==> config.mk <==
export PLATFORM = sky130hd
export DESIGN_NAME = eater_core
export DESIGN_NICKNAME = d
export VERILOG_FILES = /design/src/rtl/cpu_pkg.sv /design/src/rtl/core_microcode.sv /design/src/rtl/eater_core.sv
export SDC_FILE = /design/constraint.sdc
export NUM_CORES = 1
export LEC_CHECK = 0
export ABC_AREA = 1
export CORE_ASPECT_RATIO = 0.9
export CORE_MARGIN = 2
export CORE_UTILIZATION = 45
export DETAILED_ROUTE_END_ITERATION = 12
export GPL_TIMING_DRIVEN = 0
export PLACE_DENSITY_LB_ADDON = 0.2
export SLEW_MARGIN = 20
export SYNTH_ARGS = -nofsm -noshare
export SYNTH_HDL_FRONTEND = slang
export SYNTH_SLANG_ARGS = --single-unit
==> constraint.sdc <==
create_clock -name clk -period 4.39 [get_ports clk]
set_input_delay 0.439 -clock clk [delete_from_list [all_inputs] [get_ports clk]]
set_output_delay 0.439 -clock clk [all_outputs]
set_load 0.05 [all_outputs]
==> src/rtl/cpu_pkg.sv <==
// rtl/cpu_pkg.sv - shared constants, step encoding and control-word helpers for eater_core
package cpu_pkg;

    // Control word bit positions
    localparam int unsigned CW_HLT = 15;
    localparam int unsigned CW_MI  = 14;
    localparam int unsigned CW_RI  = 13;
    localparam int unsigned CW_RO  = 12;
    localparam int unsigned CW_IO  = 11;
    localparam int unsigned CW_II  = 10;
    localparam int unsigned CW_AI  = 9;
    localparam int unsigned CW_AO  = 8;
    localparam int unsigned CW_EO  = 7;
    localparam int unsigned CW_SU  = 6;
    localparam int unsigned CW_BI  = 5;
    localparam int unsigned CW_OI  = 4;
    localparam int unsigned CW_CE  = 3;
    localparam int unsigned CW_CO  = 2;
    localparam int unsigned CW_J   = 1;
    localparam int unsigned CW_FI  = 0;

    // Flag positions
    localparam int unsigned FLAG_C = 1;
    localparam int unsigned FLAG_Z = 0;

    // Opcodes (IR[7:4])
    localparam logic [3:0] OP_NOP = 4'h0;
    localparam logic [3:0] OP_LDA = 4'h1;
    localparam logic [3:0] OP_ADD = 4'h2;
    localparam logic [3:0] OP_SUB = 4'h3;
    localparam logic [3:0] OP_STA = 4'h4;
    localparam logic [3:0] OP_LDI = 4'h5;
    localparam logic [3:0] OP_JMP = 4'h6;
    localparam logic [3:0] OP_JC  = 4'h7;
    localparam logic [3:0] OP_JZ  = 4'h8;
    localparam logic [3:0] OP_OUT = 4'hE;
    localparam logic [3:0] OP_HLT = 4'hF;

    // Microcode step counter: five steps, T0..T4
    localparam int unsigned STEP_COUNT = 5;

    typedef enum logic [2:0] {
        T0 = 3'd0,
        T1 = 3'd1,
        T2 = 3'd2,
        T3 = 3'd3,
        T4 = 3'd4
    } step_t;

    localparam step_t LAST_STEP = step_t'(STEP_COUNT - 1);

    function automatic logic [15:0] cw_mask(input int unsigned idx);
        return 16'h0001 << idx;
    endfunction

endpackage

==> src/rtl/core_microcode.sv <==
// rtl/core_microcode.sv - combinational microcode decoder (opcode, step, flags, halted) -> control word
//
// Ports:
//   i_opcode       IR[7:4]
//   i_step         current microcode step
//   i_flags        latched {carry, zero}
//   i_halted       core halted; forces the HLT-only word
//   o_control_word 16-bit control word
module core_microcode
    import cpu_pkg::*;
(
    input  logic [3:0]  i_opcode,
    input  step_t       i_step,
    input  logic [1:0]  i_flags,
    input  logic        i_halted,
    output logic [15:0] o_control_word
);

    always_comb begin
        o_control_word = '0;
        if (i_halted) begin
            o_control_word = cw_mask(CW_HLT);
        end else begin
            case (i_step)
                T0: o_control_word = cw_mask(CW_CO) | cw_mask(CW_MI);
                T1: o_control_word = cw_mask(CW_RO) | cw_mask(CW_II) | cw_mask(CW_CE);
                T2: begin
                    case (i_opcode)
                        OP_LDA, OP_ADD, OP_SUB, OP_STA:
                            o_control_word = cw_mask(CW_IO) | cw_mask(CW_MI);
                        OP_LDI: o_control_word = cw_mask(CW_IO) | cw_mask(CW_AI);
                        OP_JMP: o_control_word = cw_mask(CW_IO) | cw_mask(CW_J);
                        OP_JC: begin
                            if (i_flags[FLAG_C]) o_control_word = cw_mask(CW_IO) | cw_mask(CW_J);
                        end
                        OP_JZ: begin
                            if (i_flags[FLAG_Z]) o_control_word = cw_mask(CW_IO) | cw_mask(CW_J);
                        end
                        OP_OUT: o_control_word = cw_mask(CW_AO) | cw_mask(CW_OI);
                        OP_HLT: o_control_word = cw_mask(CW_HLT);
                        OP_NOP: o_control_word = '0;
                        default: o_control_word = '0;
                    endcase
                end
                T3: begin
                    case (i_opcode)
                        OP_LDA:         o_control_word = cw_mask(CW_RO) | cw_mask(CW_AI);
                        OP_ADD, OP_SUB: o_control_word = cw_mask(CW_RO) | cw_mask(CW_BI);
                        OP_STA:         o_control_word = cw_mask(CW_AO) | cw_mask(CW_RI);
                        default:        o_control_word = '0;
                    endcase
                end
                T4: begin
                    case (i_opcode)
                        OP_ADD: o_control_word = cw_mask(CW_EO) | cw_mask(CW_AI) | cw_mask(CW_FI);
                        OP_SUB: o_control_word = cw_mask(CW_EO) | cw_mask(CW_SU)
                                               | cw_mask(CW_AI) | cw_mask(CW_FI);
                        default: o_control_word = '0;
                    endcase
                end
                default: o_control_word = '0;
            endcase
        end
    end

endmodule

==> src/rtl/eater_core.sv <==
// rtl/eater_core.sv - SAP-1 style core: PC, MAR, IR, RAM, ALU, flags and microcode sequencer
//
// Ports:
//   clk           clock, rising edge
//   clear         asynchronous active-high reset (RAM contents kept)
//   a_in, b_in    external A/B register values (ALU operands)
//   bus_in        resolved shared bus
//   bus_out       value driven onto the bus by CO/RO/IO/EO
//   bus_oe        1 while one of those sources is active
//   control_word  decoded control signals for the whole machine
//   flags         {carry, zero}
//   halted        set by HLT, cleared only by clear
module eater_core
    import cpu_pkg::*;
#(
    parameter int ADDR_W = 4
)
(
    input  logic        clk,
    input  logic        clear,
    input  logic [7:0]  a_in,
    input  logic [7:0]  b_in,
    input  logic [7:0]  bus_in,
    output logic [7:0]  bus_out,
    output logic        bus_oe,
    output logic [15:0] control_word,
    output logic [1:0]  flags,
    output logic        halted
);

    localparam int DEPTH = 2 ** ADDR_W;

    // Name kept as `ram` so simulations can preload it hierarchically
    logic [7:0]        ram [0:DEPTH-1];

    logic [ADDR_W-1:0] r_pc;
    logic [ADDR_W-1:0] r_mar;
    logic [7:0]        r_ir;
    logic [1:0]        r_flags;
    logic              r_halted;
    step_t             r_step;
    step_t             w_step_next;

    logic [15:0]       w_cw;
    logic [8:0]        w_alu;
    logic [7:0]        w_sum;
    logic              w_su;

    core_microcode u_microcode (
        .i_opcode       (r_ir[7:4]),
        .i_step         (r_step),
        .i_flags        (r_flags),
        .i_halted       (r_halted),
        .o_control_word (w_cw)
    );

    // Subtract is two's complement: invert B and feed SU in as carry-in
    assign w_su  = w_cw[CW_SU];
    assign w_alu = {1'b0, a_in} + {1'b0, (w_su ? ~b_in : b_in)} + {8'h00, w_su};
    assign w_sum = w_alu[7:0];

    // Bus source mux; priority only matters if the microcode ever overlaps sources
    always_comb begin
        bus_out = 8'h00;
        bus_oe  = 1'b0;
        if (w_cw[CW_EO]) begin
            bus_out = w_sum;
            bus_oe  = 1'b1;
        end else if (w_cw[CW_RO]) begin
            bus_out = ram[r_mar];
            bus_oe  = 1'b1;
        end else if (w_cw[CW_IO]) begin
            bus_out = {4'h0, r_ir[3:0]};
            bus_oe  = 1'b1;
        end else if (w_cw[CW_CO]) begin
            bus_out = 8'(r_pc);
            bus_oe  = 1'b1;
        end
    end

    // Step sequencer; holds on the HLT step and while halted
    always_comb begin
        w_step_next = r_step;
        if (!r_halted && !w_cw[CW_HLT]) begin
            w_step_next = (r_step == LAST_STEP) ? T0 : step_t'(r_step + 3'd1);
        end
    end

    always_ff @(posedge clk or posedge clear) begin
        if (clear) begin
            r_step   <= T0;
            r_pc     <= '0;
            r_mar    <= '0;
            r_ir     <= '0;
            r_flags  <= '0;
            r_halted <= 1'b0;
        end else begin
            r_step <= w_step_next;
            if (w_cw[CW_HLT]) r_halted <= 1'b1;
            if (w_cw[CW_MI])  r_mar    <= bus_in[ADDR_W-1:0];
            if (w_cw[CW_II])  r_ir     <= bus_in;
            if (w_cw[CW_J]) begin
                r_pc <= bus_in[ADDR_W-1:0];
            end else if (w_cw[CW_CE]) begin
                r_pc <= r_pc + 1'b1;
            end
            if (w_cw[CW_FI]) begin
                r_flags[FLAG_C] <= w_alu[8];
                r_flags[FLAG_Z] <= (w_sum == 8'h00);
            end
        end
    end

    // RAM is deliberately outside the reset domain
    always_ff @(posedge clk) begin
        if (w_cw[CW_RI]) ram[r_mar] <= bus_in;
    end

    assign control_word = w_cw;
    assign flags        = r_flags;
    assign halted       = r_halted;

endmodule

== Word level (Yosys, flattened, before mapping) ==
Memory sizes are Yosys's and may differ from the RTL's.
Index checks and enable logic that the tools add are counted.

* Flip-flop bits (word level): 22
* RAM bits: 128
* Input port bits: 26
* Output and inout port bits: 28
* Logic and storage cells: 55
* Memories: 1

{| class="wikitable"
|+ Memory list
! memory !! depth !! width !! read ports !! clocked after Yosys merged registers in !! write ports !! line !! source
|-
| ram || 16 || 8 || 1 || 0 || 1 || eater_core.sv:34 || <nowiki>logic [7:0] ram [0:DEPTH-1];</nowiki>
|}

* $add $sub $neg: 4
* Equality and inequality tests: 14
* Mux-type cells: 21
* Bitwise operators: 1
* Reductions and logical operators: 8

{| class="wikitable"
|+ Operators by type and width
! operator !! count
|-
| $pmux 16 s7 || 1
|-
| $pmux 16 s5 || 1
|-
| $pmux 14 s3 || 1
|-
| $mux 12 || 2
|-
| $mux 8 || 3
|-
| $pmux 10 s2 || 1
|-
| $eq 4x3->1 const B || 4
|-
| $mux 16 || 1
|-
| $mux 4 || 4
|-
| $eq 4x4->1 const B || 3
|-
| $add 8x8->9 || 1
|-
| $add 9x1->9 || 1
|-
| $eq 4x2->1 const B || 2
|-
| $logic_not 8->1 || 1
|-
| $not 8->8 || 1
|-
| $eq 3x2->1 const B || 2
|-
| $mux 1 || 6
|-
| $add 4x1->4 const B || 1
|-
| $eq 4x1->1 const B || 1
|-
| $reduce_or 4->1 || 1
|-
| $add 3x1->3 const B || 1
|-
| $eq 3x1->1 const B || 1
|-
| $eq 3x3->1 const B || 1
|-
| $logic_not 3->1 || 1
|-
| 5 further kinds || 6
|}

== Depth between registers and ports, before layout ==
Gate-level depths: netlist (run 1).

* Word-level depth: 9
* Depth in mapped cells: 18
* Mapped depth without buffers: 18

== Hierarchy ==
From an unflattened synthesis (run 1), not the netlist that was laid out.

* Cell total of the unflattened synthesis: 701
* Area total of the unflattened synthesis: 7001.7 um^2

{| class="wikitable"
|+ Modules (own cells, without submodules)
! module !! instances !! cells an instance !! area each (um^2)
|-
| eater_core || 1 || 625 || 6681.4
|-
| core_microcode || 1 || 76 || 320.3
|}

== Worst setup path after synthesis (run 1) ==
No wires, ideal clock.

* Path kind: register -> output
* From: reg r_step[0]
* To: out bus_out[6]
* Data arrival time: 2.667 ns
* Required time: 3.951 ns
* Path slack: 1.284 ns
* Stages on the path, launching flop included: 13
* Path buffers: 0
* Cell sequence: dfrtp_1 inv_1 ha_1 nand2_2 nor2_4 nand2_4 xor2_1 fa_1 inv_1 nand4_1 nand4_1 nand2_1 o22ai_1

* Cells in the longest elaborated chain, start to end: 7

{| class="wikitable"
|+ Ends and longest elaborated chain
! element !! line !! source
|-
| from (decl) || eater_core.sv:41 || <nowiki>step_t r_step;</nowiki>
|-
| from (signal assigned) || eater_core.sv:98 || <nowiki>r_step <= w_step_next;</nowiki>
|-
| $eq 3x3->1 (tied with other cells) || core_microcode.sv:24 || <nowiki>case (i_step)</nowiki>
|-
| $pmux 16 s5 * || core_microcode.sv:24 ||
|-
| $mux 16 * || core_microcode.sv:21 || <nowiki>if (i_halted) begin</nowiki>
|-
| $mux 8 || eater_core.sv:59 || <nowiki>assign w_alu = {1'b0, a_in} + {1'b0, (w_su ? ~b_in : b_in)} + {8'h00, w_su};</nowiki>
|-
| $add 8x8->9 || eater_core.sv:59 ||
|-
| $add 9x1->9 || eater_core.sv:59 ||
|-
| $mux 8 * || eater_core.sv:66 || <nowiki>if (w_cw[CW_EO]) begin</nowiki>
|-
| to (decl) || eater_core.sv:24 || <nowiki>output logic [7:0] bus_out,</nowiki>
|}

Every way passes the cells marked *; elsewhere a longest branch is shown, timed or not.

== Worst setup path after layout (run 1) ==
* From: reg r_step[0]
* To: out bus_out[7]

Same word-level chain as after synthesis.

==> summary by stage, run 1 <==
Outcome
The run finished with clean final reports.

STA
The smallest clock period supported by the final layout is computed as 4050 ps. The max-slew violation count is 0. Setup repair after global routing left no endpoint under its margin. The setup skew after layout is 9.26 ps. In the finished design, the share of the clock period the worst path needs comes to 92.3%. The number of setup violations in the final report is 0. The actual transition at the worst max-transition pin is 1040 ps. After routing, the total negative slack on setup checks comes to 0 ps. The worst-case headroom to the max-slew limit is 30.2%. The final-report hold violation count is 0. The worst slack on hold paths is 487 ps. Derived from the worst setup path, the maximum achievable clock frequency is 247 MHz.

Synth
The share of flip-flops with an asynchronous set or reset after synthesis is 14.7%. The share of Yosys cell area claimed by the top area cell type is 57.2%. The number of warnings reported in the yosys synthesis log is 0. The dominant register cell in the synthesized netlist is sky130_fd_sc_hd__edfxtp_1.

The synthesized netlist net count is 638. After synthesis, the mean cell area works out to 11.2 sq um. Summed over all instances, the cell type with the most area after synthesis is sky130_fd_sc_hd__edfxtp_1. Yosys attributes the largest share of cell area to sky130_fd_sc_hd__edfxtp_1 (57%), sky130_fd_sc_hd__nand2_1 (8.2%), sky130_fd_sc_hd__dfrtp_1 (8.2%). Synthesis inferred 150 register bits. The count of distinct cell types in the synthesized netlist is 35. By instance count, the leading cell after synthesis is sky130_fd_sc_hd__nand2_1. The synthesized netlist occupies a cell area of 0.00672 sq mm. The synthesized design contains 128 enable-type register cells. The post-synthesis sequential area ratio is 65.4%. The number of standard cells after synthesis is 597. By count the netlist is led by sky130_fd_sc_hd__nand2_1 (147), sky130_fd_sc_hd__edfxtp_1 (128), sky130_fd_sc_hd__inv_1 (50), sky130_fd_sc_hd__o21ai_0 (34), sky130_fd_sc_hd__o22ai_1 (34).

Cells and area
The sequential cell area is 0.00439 sq mm. The growth of design area from synthesis to finish is 19.5%. Cells with a size suffix above 1 make up 9.24% of the layout. The multi-input combinational cells in the finished layout cover a total of slightly above 0.002 sq mm. The finished layout holds 880 standard cells, fillers aside.

After filler insertion, the fill cell instance count of the layout stands at 1251. The final-stage net count is 710. Once layout is complete, the utilization of the core stands at approximately 55%. The area of all placed cells without fillers is 0.00803 sq mm. The antenna diode count is 0.

Critical path
The startpoint class of the critical path is a flop. The arrival time at the worst endpoint is 3610 ps. Data on the critical path is required at its endpoint by 3950 ps. The slowest stage cell on the critical path is sky130_fd_sc_hd__clkdlybuf4s50_1. Of all nets on the critical path, the largest fanout is 9.

Together, buffers and inverters on the worst path number 2. The category of the most critical setup path is flop to primary output. Traced cell by cell, the critical path runs through inv_1 > ha_1 > nand2_2 > nor2_4 > nand2_4 > xnor2_1 > ha_1 > nand2_1 > a21oi_1 > a211oi_1 > nand2_1 > nand2_1 > nand3_1 > o21ai_0 > clkdlybuf4s50_1. The family with the most delay on the worst path is buffers and inverters.

Counting stages on the worst path, the most repeated cell is sky130_fd_sc_hd__nand2_1. The maximum single-stage delay on the critical path is 840 ps. The worst setup path is captured at a primary output.

Clocking
The worst-case clock buffer depth is 2. The tree is rooted in a sky130_fd_sc_hd__clkbuf_16. The number of clock buffers inserted by TritonCTS is 17. The clock insertion delay at the later pin of the skew report is around 420 ps. CTS built an H-tree with a depth of 4. The setup fix buffers added after clock tree synthesis is 0. The number of clock sinks seen by CTS is 150. The clock tree from TritonCTS is done. The register clock-pin slew on the reported worst setup and hold paths is 60 ps. The cts-stage hold buffer count is 0. The number of gates given a new drive strength after cts is 0.

Die
The number of top-level pins is 54. The die width is 133 microns. After floorplanning, the core was sized to cover 0.0147 sq mm. The overall die area is 0.0159 sq mm. The starting density of the core is 45.8%.

The height of the die is 120 microns. The total number of placement rows is 42.

Placement
Routability-driven placement finished with a final weighted congestion of 0.898. Port buffering added 53 buffers. The cell count after placement is 848. Summing all placed instances gives a cell area of roughly 0.0075 sq mm. The HPWL reported at the end of detailed placement is 11.4 mm.

GRT
The via count of the first global-routing pass is 4780. The total overflow left after global routing is 0. Global routing used 22.5% of the available tracks across all layers. The pin count of the biggest net entering global routing is 23. The number of antenna violations at the first check in global routing is 0. The first global-routing pass estimated ~26 mm of wire.

Detailed routing
For this run, design rule violations remaining after detail routing come to 0. Dividing the detail-routed wire length by the instance count gives 19.1 microns. After detailed routing, the total wire length is 16.8 mm. Once detail routing completed, the nets flagged for antenna violations numbered 0. The first-iteration detailed-routing DRC count is 365. The vias after detailed routing is just under 5000.

The detailed-routing iteration count for the pre-antenna-repair pass is 5. The detailed-route vias per instance is 5.54.

Flow run
Across the run, the number of max-cap violations was 0.

Power
The analysis attributes to cell leakage a power of 3.09 nW. The worst-case vdd ir drop is 364 uV. The total power divided by cell area is 646 mW/mm^2.

Min path
The path class of the lowest-slack min-delay path is flop to flop.
## worst reg2reg max path, delay by kind of cell (launching register included)
family / cells / cell delay (ps)
DFF: 1 / 420
adders and majority gates: 1 / 180
and+or+nand+nor: 4 / 1630
buffers and inverters: 2 / 170
AOI/OAI and AO/OA: 1 / 100
## sequential cells by signal, summed over array words and instances (netlist names)
signal  cells
r_mar       4
r_pc        4
r_ir        8
halted      1
r_step      3
ram       128
flags       2
## per-stage QoR
step | worst slack (ps) | total power, mW
3_3_place_gp | 781 | 3.84
3_5_place_dp | 749 | 3.88
6_report | 337 | 5.19
5_1_grt | 3.98 | 5.47
2_1_floorplan | 1280 | 3.18
4_1_cts | 280 | 5.18
## area by class of cell
cell class / count / area share, %
sequential: 150 / 54.7
multi-input combinational: 378 / 25.4
timing repair buffer: 53 / 6.61
clock buffer: 24 / 6.00
tap: 198 / 3.09
inverter: 54 / 2.53
buffer: 15 / 1.01
clock inverter: 8 / 0.608
## cells in the final DEF, fill, tap and decap left out, types with 2 or more instances in the layout
| master | netlist | final |
|---|---|---|
| sky130_fd_sc_hd__clkdlybuf4s50_1 | 0 | 53 |
| sky130_fd_sc_hd__o311ai_0 | 2 | 2 |
| sky130_fd_sc_hd__edfxtp_1 | 128 | 128 |
| sky130_fd_sc_hd__clkinv_2 | 0 | 4 |
| sky130_fd_sc_hd__xor2_1 | 2 | 2 |
| sky130_fd_sc_hd__o21ai_0 | 34 | 34 |
| sky130_fd_sc_hd__buf_2 | 8 | 8 |
| sky130_fd_sc_hd__inv_1 | 50 | 50 |
| sky130_fd_sc_hd__nand4_1 | 15 | 15 |
| sky130_fd_sc_hd__nor3_1 | 4 | 4 |
| sky130_fd_sc_hd__dfrtp_1 | 22 | 22 |
| sky130_fd_sc_hd__nor2_1 | 33 | 32 |
| sky130_fd_sc_hd__o22ai_1 | 34 | 34 |
| sky130_fd_sc_hd__clkbuf_8 | 0 | 3 |
| sky130_fd_sc_hd__a21oi_1 | 5 | 5 |
| sky130_fd_sc_hd__o21ai_1 | 2 | 2 |
| sky130_fd_sc_hd__xnor2_1 | 9 | 9 |
| sky130_fd_sc_hd__nand2_1 | 147 | 147 |
| sky130_fd_sc_hd__inv_4 | 0 | 2 |
| sky130_fd_sc_hd__nor2_2 | 4 | 5 |
| sky130_fd_sc_hd__a22oi_1 | 25 | 25 |
| sky130_fd_sc_hd__nand3_1 | 28 | 28 |
| sky130_fd_sc_hd__nor2_4 | 5 | 5 |
| sky130_fd_sc_hd__nand2_4 | 2 | 2 |
| sky130_fd_sc_hd__clkbuf_16 | 0 | 17 |
| sky130_fd_sc_hd__inv_2 | 4 | 4 |
| sky130_fd_sc_hd__ha_1 | 14 | 14 |
| sky130_fd_sc_hd__buf_4 | 4 | 4 |
| sky130_fd_sc_hd__or2_2 | 3 | 3 |
| sky130_fd_sc_hd__clkbuf_1 | 3 | 7 |
## power breakdown
part / internal, mW / leakage (nW) / switching [mW]
Combinational: 0.644 / 1.41 / 1.46
Clock: 0.765 / 0.265 / 0.545
Sequential: 1.66 / 1.42 / 0.123
## worst paths after layout
check,from,endpoint,slack [ps],depth (start not counted)
worst min-delay path,r_ir[0]$_DFFE_PP0P_,r_ir[0]$_DFFE_PP0P_,490,2
min in group asynchronous,clear,r_pc[1]$_DFFE_PP0P_,510,2
worst max register to register,r_step[0]$_DFFE_PP0P_,ram[2][3]$_DFFE_PP_,1510,8
worst min register to register,r_ir[0]$_DFFE_PP0P_,r_ir[0]$_DFFE_PP0P_,490,2
max in group asynchronous,clear,flags[0]$_DFFE_PP0P_,3320,2
worst max-delay path,r_step[0]$_DFFE_PP0P_,bus_out[7],340,15
## per-layer routing
| layer | GRT usage [%] | part of all wire, % | vias to the layer above |
|---|---|---|---|
| met5 | 0 | 0 | - |
| met4 | 7.12 | 1.7 | 0 |
| met3 | 5.28 | 7.7 | 17 |
| met2 | 34.2 | 45 | 197 |
| met1 | 32.1 | 45 | 2381 |
| li1 | - | - | 2277 |
## cell families after synthesis
logic type / after synthesis / synth area share [%]
compound gates: 107 / 9.84
xor+xnor: 11 / 1.43
fa+ha+maj: 15 / 2.91
buf+inv: 69 / 4.23
flops: 150 / 65.4
simple gates: 245 / 16.2
Power figures use the tool's default switching activity.
==> inputs of run 2 (changes only) <==
--- a/config.mk
+++ b/config.mk
@@ -6,10 +6,12 @@
 export NUM_CORES = 1
 export LEC_CHECK = 0
 export ABC_AREA = 1
+export CAP_MARGIN = 5
 export CORE_ASPECT_RATIO = 0.9
 export CORE_MARGIN = 2
 export CORE_UTILIZATION = 45
 export DETAILED_ROUTE_END_ITERATION = 12
+export GPL_ROUTABILITY_DRIVEN = 0
 export GPL_TIMING_DRIVEN = 0
 export PLACE_DENSITY_LB_ADDON = 0.2
 export SLEW_MARGIN = 20
==> run 2 against run 1 <==
Against the previous run: global-route usage is 1.1 points lower; sequential share of layout area shrank 0.27 points; die area did not move; wire length shrank 2.4%; critical path depth is the same; register-to-register slack gained 90 ps; final cell count did not move; total power rose by 1.7%; final area increased by 0.50%; via count is 0.39% lower; non-clock buffer count unchanged; largest power group unchanged; highest routed layer unchanged.
==> summary by stage, run 2 (synthesis results as in run 1) <==
STA
The time the worst path needs with I/O delays and setup is 4100 ps (+46.1 ps). The worst slack on hold paths is 471 ps (-15.9 ps). The number of setup violations in the final report came to 0 (unchanged). The final sum of negative setup slack came to 0 ps (unchanged). The final-report hold violation count was 0 (unchanged).

The highest clock rate is 244 MHz (-1.1%). The setup skew after layout is 8.87 ps (-0.383 ps). The actual transition at the worst max-transition pin is 1000 ps (-42.1 ps).

The worst-case headroom to the max-slew limit is 33.0% (+2.8 points). The final period utilization is 93.4% (+1.0 points). The setup slack after layout is 291 ps (-46.1 ps). Setup repair after global routing left no endpoint under its margin.

The max-slew violation count is 0 (unchanged).

Critical path
The element type at the critical path end is a primary output. The arrival time at the worst endpoint is 3660 ps (+50 ps). The startpoint class of the critical path is a flop. The highest net fanout along the worst path is 9 (unchanged). The critical path data required time is 3950 ps (about the same). The category of the most critical setup path is flop to primary output. The flop-to-flop setup slack is 1600 ps (+90 ps).

Clocking
The clock insertion delay at the later pin of the skew report is 410 ps (about the same). The cts-stage hold buffer count is 0 (unchanged). The worst-case clock buffer depth is 2 (unchanged).

The clock root buffer is sky130_fd_sc_hd__clkbuf_16. The H-tree depth is 4 (unchanged). The number of gates given a new drive strength after cts was 0 (unchanged). The setup fix buffers added after clock tree synthesis is 0 (unchanged). The register clock-pin slew on the reported worst setup and hold paths is 60 ps (about the same). The number of clock buffers inserted by TritonCTS is 17 (unchanged). The number of clock sinks seen by CTS is 150 (unchanged).

The clock tree from TritonCTS is done.

GRT
The overall track demand over capacity in global routing is 21.3% (-1.1 points). The global-route wire length before repair is 25.0 mm (-5.3%). The total congestion overflow after global routing is 0 (unchanged). The via count of the first global-routing pass came to 4637 (-3.0%). The number of antenna violations at the first check in global routing is 0 (unchanged).

The pin count of the biggest net entering global routing came to 23 (unchanged).

Cells and area
The total area of multi-input combinational cells came to 0.00204 sq mm (-0.12%). The library cell used most frequently in the layout, excluding fill and tap cells, is sky130_fd_sc_hd__nand2_1. The count of filler cells inserted in the layout was 1235 (-1.3%).

The number of flip-flops in the largest register was 128 (unchanged). The largest registers in the layout are ram: 128 flops, r_ir: 8 flops. The ratio of cells with drive above 1 in the final layout was 8.65% (-0.59 points).

The antenna diode count is 0 (unchanged). The number of non-filler instances in the completed layout was 880 (unchanged). Leaving out fill and tap cells, the most frequent cells in the layout are sky130_fd_sc_hd__nand2_1 (147), sky130_fd_sc_hd__edfxtp_1 (128), sky130_fd_sc_hd__clkdlybuf4s50_1 (53). The sequential cell area is 0.00439 sq mm (unchanged). The final-stage net count was 710 (unchanged). The register with the most flip-flops is ram. The growth of design area from synthesis to finish is 20.1%.

Die
The number of top-level pins came to 54 (unchanged). The starting density of the core came to 45.8% (unchanged). The core outline area is 0.0147 sq mm (unchanged). The die width is 133 microns (unchanged).

The overall die area is 0.0159 sq mm (unchanged). The total number of placement rows is 42 (unchanged). The height of the die is 120 microns (unchanged).

Power
The worst-case vdd ir drop was 422 uV (+16%). The share of total power in the clock network is 26.7% (+1.5 points). The total power divided by cell area is 654 mW/mm^2 (+1.2%). The fraction of power consumed by sequential logic was 33.6% (-0.7 points).

The combinational share of power is 39.7% (-0.8 points). The static leakage power is 3.11 nW (+0.40%). The power spent charging and discharging nets is 2.09 mW (-1.4%). The internal power component was 3.19 mW (+3.9%).

The overall power after layout is 5.28 mW (+1.7%). The switching part of the total is 39.7% (-1.3 points).

Placement
The setup slack at placement is 761 ps (+12.4 ps). The cell count after placement came to 848 (unchanged). The number of buffers inserted by port buffering is 53 (unchanged). The HPWL reported at the end of detailed placement is 11.1 mm (-2.6%).

Outcome
The flow ran to the end, and the final reports show no timing, DRC or antenna violations.

Detailed routing
The first-iteration detailed-routing DRC count is 451 (+24%). The post-detailed-route count of antenna-violating nets was 0 (unchanged). The total routed wirelength is 16.4 mm (-2.4%).

The wire length per cell after detailed routing is 18.7 microns (-2.4%). The vias after detailed routing is 4853 (-0.39%). The detailed-route vias per instance is 5.51 (-0.39%). The detailed-routing iteration count for the pre-antenna-repair pass is 5 (unchanged). The final routed DRC violation total is 0 (unchanged).

Flow run
The max-cap violation count was 0 (unchanged).

Min path
The path class of the lowest-slack min-delay path is flop to flop.
## run 2: changes by cell type in the layout (fill, tap and decap cells not counted), sizes merged
| cell | delta |
|---|---|
| inv | -3 |
| clkinv | +3 |
| clkbuf | -3 |
| bufinv | +3 |
## run 2: worst paths after layout
| path | startpoint | end | depth (start not counted) |
|---|---|---|---|
| max | r_step[0]$_DFFE_PP0P_ | bus_out[7] | 15 |
| min | r_ir[2]$_DFFE_PP0P_ | r_ir[2]$_DFFE_PP0P_ | 2 |
| max reg2reg | r_step[0]$_DFFE_PP0P_ | ram[2][7]$_DFFE_PP_ | 8 |
| min reg2reg | r_ir[2]$_DFFE_PP0P_ | r_ir[2]$_DFFE_PP0P_ | 2 |
| max in group asynchronous | clear | flags[1]$_DFFE_PP0P_ | 2 |
| min in group asynchronous | clear | r_mar[1]$_DFFE_PP0P_ | 2 |
## run 2: per-layer routing
metal	track usage, %	routed length [microns]	vias up
li1	-	-	2268
met1	30.0	7520	2379
met2	33.0	7550	184
met3	4.52	1050	22
met4	7.53	306	0
met5	0	0	-
## run 2: per-stage QoR
stage / instance area [sq um] / util, %
after floorplan: 6720 / -
after global placement: 7490 / 51.1
after detailed placement: 7490 / 51.1
after CTS: 8070 / 55.0
after global routing: 8070 / 55.0
final: 8070 / 55.0
## run 2: layout make-up
type / instances / area share [%]
repair buffers: 53 / 6.58
well taps: 198 / 3.07
plain buffers: 15 / 1.01
clock inverters: 11 / 1.64
flip-flops and latches: 150 / 54.5
clock buffers: 21 / 5.46
inverters: 54 / 2.51
multi-input cells: 378 / 25.3
## run 2: critical path, cell delays in order, from the launching register on
cell and delay (ps):
sky130_fd_sc_hd__dfrtp_1 420, sky130_fd_sc_hd__inv_1 100, sky130_fd_sc_hd__ha_1 190, sky130_fd_sc_hd__nand2_2 110, sky130_fd_sc_hd__nor2_4 130, sky130_fd_sc_hd__nand2_4 140
sky130_fd_sc_hd__xnor2_1 160, sky130_fd_sc_hd__ha_1 350, sky130_fd_sc_hd__nand2_1 110, sky130_fd_sc_hd__a21oi_1 50, sky130_fd_sc_hd__a211oi_1 280, sky130_fd_sc_hd__nand2_1 90
sky130_fd_sc_hd__nand2_1 80, sky130_fd_sc_hd__nand3_1 70, sky130_fd_sc_hd__o21ai_0 120, sky130_fd_sc_hd__clkdlybuf4s50_1 850
## run 2: power by group through the flow
stage | Clock [mW] | Combinational [mW] | Sequential [mW]
finish | 1.41 | 2.09 | 1.78
CTS | 1.42 | 2.08 | 1.77
detailed placement | 0 | 2.07 | 1.80
global route | 1.49 | 2.28 | 1.79
global placement | 0 | 2.04 | 1.79
floorplan | 0 | 1.36 | 1.82
==> inputs of run 3 (changes only) <==
--- a/config.mk
+++ b/config.mk
@@ -8,7 +8,6 @@
 export ABC_AREA = 1
 export CAP_MARGIN = 5
 export CORE_ASPECT_RATIO = 0.9
-export CORE_MARGIN = 2
 export CORE_UTILIZATION = 45
 export DETAILED_ROUTE_END_ITERATION = 12
 export GPL_ROUTABILITY_DRIVEN = 0
==> run 3 against run 2 <==
Against the previous run: final area down 0.29%; maximum frequency increased by 0.61%; utilization rose by 1.2 points; combinational power about the same; largest cell class unchanged; critical path type unchanged; sequential share of layout area grew 0.16 points.
==> summary by stage, run 3 (synthesis results as in run 1) <==
Outcome
The flow ran to the end, and the final reports show no timing, DRC or antenna violations.

Detailed routing
The post-detailed-route count of antenna-violating nets is 0 (unchanged). The vias after detailed routing is 4773 (-1.6%). The detailed-routing iteration count for the pre-antenna-repair pass was 5 (unchanged).

In this run the top signal layer used is met4. The total routed wirelength is 16.2 mm (-1.2%). The total met3 wirelength after detailed routing is 1.18 mm (+13%). The total met2 wirelength after detailed routing is 7.53 mm (-0.21%).

The detailed-route vias per instance is 5.45 (-1.1%). The routed metal-1 wirelength is 7.23 mm (-3.8%). The final routed DRC violation total is 0 (unchanged). The wire length per cell after detailed routing is 18.5 microns (-0.59%). The first-iteration detailed-routing DRC count came to 545 (+21%).

STA
The highest clock rate was 245 MHz (+0.61%). The time the worst path needs with I/O delays and setup is 4070 ps (-24.9 ps). The final sum of negative setup slack came to 0 ps (unchanged). The actual transition at the worst max-transition pin is 1100 ps (+100 ps). The final period utilization came to 92.8% (-0.57 points). The worst-case headroom to the max-slew limit is 26.3% (-6.7 points). The final-report hold violation count is 0 (unchanged).

The max-slew violation count is 0 (unchanged). The number of setup violations in the final report came to 0 (unchanged). The setup skew after layout is 13.8 ps (+4.91 ps). Setup repair after global routing left no endpoint under its margin.

GRT
The via count of the first global-routing pass is 4537 (-2.2%). The global-route wire length before repair was 25.1 mm (+0.28%). The number of antenna violations at the first check in global routing is 0 (unchanged).

The overall track demand over capacity in global routing was 22.6% (+1.3 points). The total congestion overflow after global routing is 0 (unchanged). The pin count of the biggest net entering global routing is 23 (unchanged).

Cells and area
The number of flip-flops in the largest register is 128 (unchanged). The growth of design area from synthesis to finish is 19.8%. In the layout the commonest cells are sky130_fd_sc_hd__nand2_1 (147), sky130_fd_sc_hd__edfxtp_1 (128), sky130_fd_sc_hd__clkdlybuf4s50_1 (53). The ratio of cells with drive above 1 in the final layout is 9.24% (+0.59 points).

The antenna diode count is 0 (unchanged). Leaving out fill and tap cells, the most frequent cell in the layout is sky130_fd_sc_hd__nand2_1. The final-stage net count was 710 (unchanged).

The largest registers in the layout are ram: 128 flops, r_ir: 8 flops. The register with the most flip-flops is ram. The count of filler cells inserted in the layout is 1175 (-4.9%).

Critical path
The number of cells traversed by the worst register-to-register path came to 6 (-2). The critical path is of the flop to primary output type. The arrival time at the worst endpoint was 3630 ps (-30 ps). The highest net fanout along the worst path was 9 (unchanged). The critical path data required time came to 3950 ps (about the same).

The startpoint class of the critical path is a flop. The worst setup path is captured at a primary output.

Clocking
The worst-case clock buffer depth is 2 (unchanged). The clock insertion delay at the later pin of the skew report came to 430 ps (+20 ps). The cts-stage hold buffer count is 0 (unchanged). The clock root buffer is sky130_fd_sc_hd__clkbuf_16. The number of clock buffers inserted by TritonCTS was 17 (unchanged). The register clock-pin slew on the reported worst setup and hold paths is 60 ps (about the same). The number of clock sinks seen by CTS is 150 (unchanged). The setup fix buffers added after clock tree synthesis is 0 (unchanged). The clock tree from TritonCTS is done. The H-tree depth is 4 (unchanged). The number of gates given a new drive strength after cts was 0 (unchanged).

Die
The core outline area was 0.0143 sq mm (-2.4%). The height of the die came to 118 microns (-1.7%). The die width came to 131 microns (-1.5%). The starting density of the core is 46.9% (+1.1 points).

The total number of placement rows is 41 (-2.4%). The overall die area is 0.0154 sq mm (-3.1%). The number of top-level pins came to 54 (unchanged).

Min path
The instance count along the most critical hold path is 2 (unchanged). The path class of the lowest-slack min-delay path is flop to flop.

Placement
The HPWL reported at the end of detailed placement came to 10.9 mm (-1.8%). The number of buffers inserted by port buffering is 53 (unchanged).

Power
The worst-case vdd ir drop came to 484 uV (+15%). The combinational share of power came to 39.9% (+0.2 points). The power spent charging and discharging nets is 2.13 mW (+1.6%). The switching part of the total is 40.8% (+1.2 points). The static leakage power is 3.08 nW (-0.68%). The overall power after layout came to 5.21 mW (-1.3%).

The fraction of power consumed by sequential logic came to 34.1% (+0.5 points). The internal power component is 3.08 mW (-3.2%). The share of total power in the clock network is 26.0% (-0.7 points). The total power divided by cell area is 648 mW/mm^2 (-0.98%).

Flow run
The max-cap violation count is 0 (unchanged).
## run 3: cell count changes in the layout (fill, tap and decap cells not counted), sizes merged
cell and delta:
bufinv -2, clkbuf -3, clkinv -3, clkinvlp +4, inv +4
## run 3: stage by stage
stage               setup WS [ps]  utilization (%)  cell area (sq um)  hold slack (ps)  instances
finish                        316             56.2               8040              497        875
global route                 23.9             56.2               8040              531        875
CTS                           313             56.2               8040              500        875
detailed placement            773             52.3               7490              473        843
global placement              786             52.3               7490              462        843
floorplan                    1280                -               6720              428        597
## run 3: cell type report
cell class | instances | area, sq um | area share, %
Inverter | 54 | 203 | 2.52
Clock inverter | 14 | 126 | 1.57
Clock buffer | 18 | 429 | 5.34
Timing Repair Buffer | 53 | 531 | 6.60
Tap cell | 193 | 241 | 3.00
Sequential cell | 150 | 4390 | 54.6
Multi-Input combinational cell | 378 | 2040 | 25.3
Buffer | 15 | 81.3 | 1.01
## run 3: worst paths after layout
kind                                       start                   end  slack [ps]
max                        r_step[0]$_DFFE_PP0P_            bus_out[7]         320
min                          r_ir[1]$_DFFE_PP0P_   r_ir[1]$_DFFE_PP0P_         500
max reg2reg                r_step[0]$_DFFE_PP0P_  ram[13][3]$_DFFE_PP_        1460
min reg2reg                  r_ir[1]$_DFFE_PP0P_   r_ir[1]$_DFFE_PP0P_         500
max in group asynchronous                  clear  flags[1]$_DFFE_PP0P_        3300
min in group asynchronous                  clear   r_ir[0]$_DFFE_PP0P_         520
## run 3: worst max-delay path, stage by stage (launching register included)
cell and delay [ps]:
sky130_fd_sc_hd__dfrtp_1 430, sky130_fd_sc_hd__inv_1 110, sky130_fd_sc_hd__ha_1 190, sky130_fd_sc_hd__nand2_2 110
sky130_fd_sc_hd__nor2_4 120, sky130_fd_sc_hd__nand2_4 130, sky130_fd_sc_hd__xnor2_1 230, sky130_fd_sc_hd__ha_1 300
sky130_fd_sc_hd__nand2_1 90, sky130_fd_sc_hd__a21oi_1 40, sky130_fd_sc_hd__a211oi_1 250, sky130_fd_sc_hd__nand2_1 90
sky130_fd_sc_hd__nand2_1 80, sky130_fd_sc_hd__nand3_1 60, sky130_fd_sc_hd__o21ai_0 120, sky130_fd_sc_hd__clkdlybuf4s50_1 850
## run 3: metal layers
metal,track usage (%),vias to the layer above
met3,5.86,23
met4,7.61,0
li1,-,2278
met1,31.5,2281
met5,0,-
met2,34.3,191
## run 3: power groups by stage
stage	Clock, mW	Sequential, mW	Combinational (mW)
final	1.35	1.78	2.08
after global routing	1.43	1.79	2.26
after CTS	1.37	1.78	2.07
after detailed placement	0	1.80	2.06
after global placement	0	1.80	2.02
after floorplan	0	1.82	1.36
